**config.mk**
```make
export PLATFORM = sky130hd
export DESIGN_NAME = rfft_loader
export DESIGN_NICKNAME = d
export VERILOG_FILES = /design/src/rtl/rfft_loader.sv
export SDC_FILE = /design/constraint.sdc
export NUM_CORES = 1
export LEC_CHECK = 0
export CAP_MARGIN = 20
export CORE_UTILIZATION = 55
export DETAILED_ROUTE_END_ITERATION = 10
export DONT_BUFFER_PORTS = 1
export PLACE_DENSITY = 0.67
export SLEW_MARGIN = 20
export SYNTH_ARGS = -nofsm -noshare
export SYNTH_HDL_FRONTEND = slang
export SYNTH_SLANG_ARGS = --single-unit
```
**constraint.sdc**
```tcl
create_clock -name clk -period 2.4 [get_ports clk]
set_clock_uncertainty 0.2 [all_clocks]
set_input_delay 0.24 -clock clk [delete_from_list [all_inputs] [get_ports clk]]
set_output_delay 0.24 -clock clk [all_outputs]
set_load 0.03 [all_outputs]
```
**src/rtl/rfft_loader.sv**
```systemverilog
// Front-end loader for the 256-point radix-4 RFFT core: packs real samples into
// complex words, scatters them over four banks, then hands the banks to the core.
module rfft_loader #(
  parameter int WIDTH    = 32,
  parameter int IN_WIDTH = 16,
  parameter int N        = 256
) (
  input  logic                clk,
  input  logic                reset,
  input  logic                in_valid,
  output logic                in_ready,
  input  logic [IN_WIDTH-1:0] in_data,
  input  logic                in_last,
  output logic [3:0]          bank_we,
  output logic [5:0]          bank_addr,
  output logic [WIDTH-1:0]    bank_data,
  output logic                bank_sel,
  output logic                fft_run,
  input  logic                fft_done,
  output logic                frame_done,
  output logic                err
);

  localparam int               CNT_W    = $clog2(N);
  localparam logic [CNT_W-1:0] LAST_IDX = CNT_W'(N - 1);

  typedef enum logic [1:0] {
    LOAD = 2'd0,
    FILL = 2'd1,
    RUN  = 2'd2
  } state_t;

  state_t             state_q, state_d;
  logic [CNT_W-1:0]   cnt_q, cnt_d;
  logic               in_ready_q, in_ready_d;
  logic [3:0]         bank_we_q, bank_we_d;
  logic [5:0]         bank_addr_q, bank_addr_d;
  logic [WIDTH-1:0]   bank_data_q, bank_data_d;
  logic               bank_sel_q, bank_sel_d;
  logic               fft_run_q, fft_run_d;
  logic               frame_done_q, frame_done_d;
  logic               err_q, err_d;
  logic               accept;

  // Quarters 1 and 2 are swapped so the core's first stage reads samples a, a+64, a+128, a+192
  // from banks 0, 2, 1, 3 at the same address.
  function automatic logic [3:0] bank_onehot(input logic [1:0] quarter);
    return 4'b0001 << {quarter[0], quarter[1]};
  endfunction

  assign accept = in_valid && in_ready_q;

  always_comb begin
    state_d      = state_q;
    cnt_d        = cnt_q;
    in_ready_d   = in_ready_q;
    bank_we_d    = 4'b0000;
    bank_addr_d  = bank_addr_q;
    bank_data_d  = bank_data_q;
    bank_sel_d   = bank_sel_q;
    fft_run_d    = fft_run_q;
    frame_done_d = 1'b0;
    err_d        = err_q;

    case (state_q)
      LOAD: begin
        in_ready_d = 1'b1;
        bank_sel_d = 1'b1;
        if (accept) begin
          bank_we_d   = bank_onehot(cnt_q[CNT_W-1 -: 2]);
          bank_addr_d = cnt_q[5:0];
          bank_data_d = {in_data, {IN_WIDTH{1'b0}}};
          cnt_d       = cnt_q + 1'b1;
          if (cnt_q == LAST_IDX) begin
            state_d    = RUN;
            in_ready_d = 1'b0;
            if (!in_last) begin
              err_d = 1'b1;
            end
          end else if (in_last) begin
            state_d    = FILL;
            in_ready_d = 1'b0;
            err_d      = 1'b1;
          end
        end
      end

      FILL: begin
        in_ready_d  = 1'b0;
        bank_we_d   = bank_onehot(cnt_q[CNT_W-1 -: 2]);
        bank_addr_d = cnt_q[5:0];
        bank_data_d = '0;
        cnt_d       = cnt_q + 1'b1;
        if (cnt_q == LAST_IDX) begin
          state_d = RUN;
        end
      end

      RUN: begin
        // The first RUN cycle only hands the banks over; the core may finish from the next one on.
        in_ready_d = 1'b0;
        if (!fft_run_q) begin
          fft_run_d  = 1'b1;
          bank_sel_d = 1'b0;
        end else if (fft_done) begin
          fft_run_d    = 1'b0;
          frame_done_d = 1'b1;
          bank_sel_d   = 1'b1;
          cnt_d        = '0;
          state_d      = LOAD;
        end
      end

      default: begin
        state_d = LOAD;
      end
    endcase
  end

  always_ff @(posedge clk or posedge reset) begin
    if (reset) begin
      state_q      <= LOAD;
      cnt_q        <= '0;
      in_ready_q   <= 1'b0;
      bank_we_q    <= 4'b0000;
      bank_addr_q  <= 6'd0;
      bank_data_q  <= '0;
      bank_sel_q   <= 1'b1;
      fft_run_q    <= 1'b0;
      frame_done_q <= 1'b0;
      err_q        <= 1'b0;
    end else begin
      state_q      <= state_d;
      cnt_q        <= cnt_d;
      in_ready_q   <= in_ready_d;
      bank_we_q    <= bank_we_d;
      bank_addr_q  <= bank_addr_d;
      bank_data_q  <= bank_data_d;
      bank_sel_q   <= bank_sel_d;
      fft_run_q    <= fft_run_d;
      frame_done_q <= frame_done_d;
      err_q        <= err_d;
    end
  end

  assign in_ready   = in_ready_q;
  assign bank_we    = bank_we_q;
  assign bank_addr  = bank_addr_q;
  assign bank_data  = bank_data_q;
  assign bank_sel   = bank_sel_q;
  assign fft_run    = fft_run_q;
  assign frame_done = frame_done_q;
  assign err        = err_q;

endmodule

```
# Yosys cells after proc, flatten, opt, wreduce, memory -nomap -nowiden
# Cells that the tools add are included.
[classes]
add_sub_neg = 1
mul = 0
div_mod_pow = 0
magnitude_cmp = 0
n_eq_ne = 10
shift = 1
muxes = 32
n_bitwise = 0
reduce_logical = 13
[op_table]
columns = ["op", "count"]
rows = [
  ["case mux 32 bit (2 select lines)", 1],
  ["two-way mux 32 bit", 1],
  ["two-way mux 8 bit", 3],
  ["case mux 8 bit (3 select lines)", 1],
  ["two-way mux 1 bit", 13],
  ["two-way mux 2 bit", 6],
  ["case mux 6 bit (2 select lines)", 1],
  ["!= test 2 bit, second input constant", 5],
  ["adder 8 x 1 -> 8 bit, second input constant", 1],
  ["== test 8 bit, second input constant", 1],
  ["case mux 4 bit (2 select lines)", 1],
  ["AND reduction 4 bit", 2],
  ["nonzero test 2 bit", 4],
  ["two-way mux 6 bit", 1],
  ["!= test 3 bit, second input constant", 2],
  ["case mux 2 bit (3 select lines)", 1],
  ["AND reduction 5 bit", 1],
  ["two-way mux 4 bit", 1],
  ["case mux 1 bit (2 select lines)", 2],
  ["AND reduction 2 bit", 2],
  ["left shift 1 x 2 -> 4 bit, first input constant", 1],
  ["nonzero test 3 bit", 1],
  ["== test 2 x 1 -> 1 bit, second input constant", 1],
  ["== test 2 bit, second input constant", 1],
  ["other kinds (3)", 3],
]
[totals]
ff_bits = 57
latch_bits = 0
mem_bits_rw = 0
rom_bits = 0
wordCells = 67
memories = 0

# Longest topological paths before layout
[depth]
depth_word = 4
ltp_mapped = 7
depth_no_buf = 6

# Worst setup path after synthesis
# OpenSTA, ideal clock, no wires.
[synth_path]
path_kind = "flip-flop to flip-flop"
from = "register state_q[0]"
to = "register cnt_q[7]"
t_arrival_ns = 1.829
t_required_ns = 2.122
setup_slack_ns = 0.293
stages_incl_launch_ff = 7
n_path_buf = 0
synth_period_minus_slack_ns = 2.107
path_cell_list = "dfrtp_1 inv_1 ha_1 a21boi_4 or3_4 or4_1 a21oi_1"
[synth_between]
elab_chain_cells = 3
word_cells_on_any_way = 9
[synth_lines]
columns = ["element", "line_no", "text"]
rows = [
  ["from (decl)", "33", "state_t state_q, state_d;"],
  ["from (signal assigned)", "133", "state_q <= state_d;"],
  ["== test 2 bit, or another cell as far along", "65", "case (state_q)"],
  ["!= test 2 bit (no line) or nonzero test 3 bit (tied branches)", "-", ""],
  ["AND reduction 4 bit (no line)", "-", ""],
  ["to (signal assigned)", "134", "cnt_q <= cnt_d;"],
  ["to (decl)", "34", "logic [CNT_W-1:0] cnt_q, cnt_d;"],
]
# Parallel ways exist; a longest one is shown, timed or not.
# A chain may end at the register's enable or synchronous reset.

# Worst setup path after layout
[layout_path]
from = "register state_q[0]"
to = "register cnt_q[5]"
# The elaborated chain is that of the path after synthesis.

==> tab_implementation.tex <==
\begin{tabular}{lr}
\hline
Metric & Value \\
\hline
\multicolumn{2}{l}{\textbf{Outcome}} \\
Status & finished clean \\
\multicolumn{2}{l}{\textbf{Logic synthesis}} \\
Share of the synthesized area in the top cell type & between 50\% and 60\% \\
Mapped Area & $\sim$0.0019 mm2 \\
Sequential share of the synthesized area & between 50\% and 60\% \\
Share of flip-flops with an asynchronous set or reset & 100\% \\
Most frequent cells after synthesis & 40 x sky130\_fd\_sc\_hd\_\_dfrtp\_1, 16 x sky130\_fd\_sc\_hd\_\_a22o\_1, 16 x sky130\_fd\_sc\_hd\_\_buf\_4 \\
Most instantiated library cell after synthesis & sky130\_fd\_sc\_hd\_\_dfrtp\_1 \\
Post-Syn Area per Cell & roughly 12 um2 \\
Post-synth cell types & 36 \\
Warnings, synthesis & 0 \\
Leading cell types by total area after synthesis & sky130\_fd\_sc\_hd\_\_dfrtp\_1 53\%, sky130\_fd\_sc\_hd\_\_a22o\_1 7.5\%, sky130\_fd\_sc\_hd\_\_buf\_4 6.4\% \\
Synthesized instance count & between 150 and 200 \\
Flip-flop and latch count after synthesis & 41 \\
Number of enable flip-flop cells after synthesis & 0 \\
Most frequently used flop master after synthesis & sky130\_fd\_sc\_hd\_\_dfrtp\_1 \\
Cell type with the highest aggregate area in the netlist & sky130\_fd\_sc\_hd\_\_dfrtp\_1 \\
\multicolumn{2}{l}{\textbf{Placed design}} \\
Quantity of I/O buffers inserted on ports & 0 \\
Final RePlAce weighted congestion & 0.843 \\
Post-Place Cells & 204 \\
Post-Place Cell Area & just under 0.002 mm2 \\
Place WS & about 0.18 ns \\
Detail Placement HPWL & between 2 and 3 mm \\
\multicolumn{2}{l}{\textbf{Clocking}} \\
Total number of clock tree sinks & slightly above 40 \\
H-tree levels & 2 \\
Clock input transition at the sequential cells of the worst setup and hold paths & about 0.12 ns \\
TritonCTS clock tree & yes \\
Clock latency on the worst-skew pair & 0.36 ns \\
Count of cells resized by post-cts repair & 0 \\
Clock root cell & sky130\_fd\_sc\_hd\_\_clkbuf\_4 \\
Cts hold-fix bufs & 19 \\
Maximum count of clock buffers along a single path & 2 \\
Post-CTS setup buffer count & 0 \\
CTS buffer count & 5 \\
\multicolumn{2}{l}{\textbf{STA}} \\
Crit share post-route & 95.2\% \\
Final period demand of the worst path & roughly 2.3 ns \\
Unrepaired setup endpoints after global routing & false \\
Total negative slack for setup checks & 0 ns \\
Maximum clock rate & $\sim$440 MHz \\
Final hold vios & 0 \\
Hold Slack & $\sim$0.068 ns \\
Final count of pins violating max slew & 0 \\
Setup slack after layout & between 0.1 and 0.15 ns \\
Setup Viol. Count Final & 0 \\
\multicolumn{2}{l}{\textbf{Final layout}} \\
Growth of design area from synthesis to finish & 17.3\% \\
Non-filler instance count after layout & around 230 \\
Flip-flop and latch area & about 0.001 mm2 \\
Multi-input gate area in the final layout & roughly 760 um2 \\
Final \#Nets & between 200 and 250 \\
Antenna fix cells & 0 \\
Post-layout util & a little over two thirds \\
Fill cell instance count of the final layout & between 200 and 250 \\
Layout cell share with drive strength beyond 1 & a little under a fifth \\
Final cell area excluding filler cells & between 0.002 and 0.0025 mm2 \\
\multicolumn{2}{l}{\textbf{Min path}} \\
Worst Hold Class & in2reg \\
Worst min-delay path startpoint & in\_valid \\
\multicolumn{2}{l}{\textbf{Power}} \\
Ratio of total power to cell area & around 1300 mW/mm2 \\
Leakage & 1.01 nW \\
Total power draw & about 2.9 mW \\
Worst VDD drop & 0.000620 V \\
\multicolumn{2}{l}{\textbf{Die}} \\
Core area & about 0.0032 mm2 \\
Die Span Y & roughly 60 um \\
Initial cell density of the core & 59.5\% \\
Number of standard-cell rows in the floorplan & 20 \\
Die ar. & roughly 0.0036 mm2 \\
Die width & 60.4 um \\
I/O Pins & between 60 and 70 \\
\multicolumn{2}{l}{\textbf{Routing}} \\
Initial DRT Pass Iterations & 6 \\
Via Count & approximately 1300 \\
Number of design-rule violations left by the first detailed-router iteration & 46 \\
Count of nets left with antenna violations after detail routing & 0 \\
Final routed wirelength across all metal layers & 3.71 mm \\
Vias per inst & 5.68 \\
Detailed-route wire length per cell & between 15 and 20 um \\
Post-route DRC & 0 \\
\multicolumn{2}{l}{\textbf{Worst setup path}} \\
Critical path peak fanout & 8 \\
WS Path Type & reg2reg \\
Slowest Stage Delay on Critical Path & between 0.4 and 0.5 ns \\
Dominant delay contributor by cell family on the critical path & simple AND/OR/NAND/NOR gates \\
Critical Path Sink Type & register \\
Critical-path top delay cell & sky130\_fd\_sc\_hd\_\_or4\_1 \\
Required time at the endpoint of the critical path & about 2.5 ns \\
Cells along the critical path & inv\_1, ha\_1, a21boi\_4, or3\_4, or4\_1, a21oi\_1 \\
Worst Setup SP & state\_q[0]\$\_DFFE\_PP0P\_ \\
Worst Path Buf+Inv & 1 \\
Critical Path Source Type & register \\
Arrival time of the worst setup path & between 2 and 2.5 ns \\
Beginning of the worst register-to-register path & state\_q[0]\$\_DFFE\_PP0P\_ \\
\multicolumn{2}{l}{\textbf{Global routing}} \\
Antenna violations before repair & 0 \\
First-pass GRT wire length & 5.92 mm \\
Vias in the first global route & about 1200 \\
Overall global routing resource usage & between 20\% and 30\% \\
Total gr overflow & 0 \\
Largest net degree at the start of global routing & 32 \\
\multicolumn{2}{l}{\textbf{Flow run}} \\
Count of max-cap constraint violations & 0 \\
\hline
\end{tabular}
[registers in the layout, summed over array words and instances (netlist names), 2 cells and up]
signal     flops
bank_addr      6
bank_we        4
state_q        2
bank_data     16
cnt_q          8
[final cells by class]
| cell class | count | share of cell area, % |
|---|---|---|
| multi-input combinational | 106 | 34.6 |
| inverter | 5 | 0.852 |
| sequential | 41 | 46.6 |
| timing repair buffer | 27 | 11.4 |
| clock buffer | 6 | 2.33 |
| clock inverter | 2 | 1.70 |
| tap | 44 | 2.50 |
[cells by family after synthesis]
group | synth area share [%]
multiplexers | 4.20
flip-flops | 54.7
AO/OA/AOI/OAI | 15.3
other | 0.200
buffers and inverters | 8.13
adder cells (fa/ha/maj) | 4.00
AND/OR/NAND/NOR | 12.0
XOR/XNOR | 1.40
[worst register-to-register path, cell delays in order (launching register included)]
cell                       delay [ns]
sky130_fd_sc_hd__dfrtp_1         0.41
sky130_fd_sc_hd__inv_1           0.09
sky130_fd_sc_hd__ha_1            0.27
sky130_fd_sc_hd__a21boi_4        0.19
sky130_fd_sc_hd__or3_4           0.39
sky130_fd_sc_hd__or4_1           0.49
sky130_fd_sc_hd__a21oi_1         0.17
[report_power, final]
| part | switching (mW) | leakage, nW | internal [mW] |
|---|---|---|---|
| combinational | 0.455 | 0.448 | 0.431 |
| sequential | 0.556 | 0.514 | 0.936 |
| clock | 0.233 | 0.0445 | 0.247 |
[path summary, 6_finish.rpt]
check                                           end  slack, ns  cells past startpoint
min                            in_ready$_DFFE_PP0P_       0.07                      3
min in group asynchronous      in_ready$_DFFE_PP0P_       0.09                      2
max reg2reg                    cnt_q[5]$_DFFE_PP0P_       0.12                      6
max                            cnt_q[5]$_DFFE_PP0P_       0.12                      6
min reg2reg                    in_ready$_DFFE_PP0P_       0.39                      2
max in group asynchronous  bank_addr[0]$_DFFE_PP0P_       1.18                      3
[cells in the final DEF (no fill, tap or decap), types with 2 or more instances in the layout]
master / count
sky130_fd_sc_hd__dfrtp_1: 40
sky130_fd_sc_hd__dlygate4sd3_1: 19
sky130_fd_sc_hd__a22o_1: 16
sky130_fd_sc_hd__conb_1: 16
sky130_fd_sc_hd__nor2_1: 9
sky130_fd_sc_hd__buf_4: 8
sky130_fd_sc_hd__mux2_2: 7
sky130_fd_sc_hd__a21oi_1: 6
sky130_fd_sc_hd__ha_1: 6
sky130_fd_sc_hd__inv_1: 5
sky130_fd_sc_hd__nand3_1: 5
sky130_fd_sc_hd__clkbuf_4: 5
sky130_fd_sc_hd__nand2_1: 4
sky130_fd_sc_hd__o31ai_1: 3
sky130_fd_sc_hd__nor3b_1: 3
sky130_fd_sc_hd__nor3_1: 3
sky130_fd_sc_hd__a21boi_4: 2
sky130_fd_sc_hd__or4_1: 2
sky130_fd_sc_hd__nand4_1: 2
sky130_fd_sc_hd__or2_2: 2
sky130_fd_sc_hd__nor4_1: 2
sky130_fd_sc_hd__xnor2_1: 2
sky130_fd_sc_hd__o21ai_0: 2
[routing by layer]
metal / vias to the layer above / routed length [um] / track usage [%]
li1: 603 / - / -
met1: 642 / 1610 / 28.0
met2: 58 / 1780 / 38.0
met3: 9 / 249 / 7.46
met4: 0 / 66 / 7.79
met5: - / 0 / 0
Note: power is estimated with default switching activity, not from simulation.
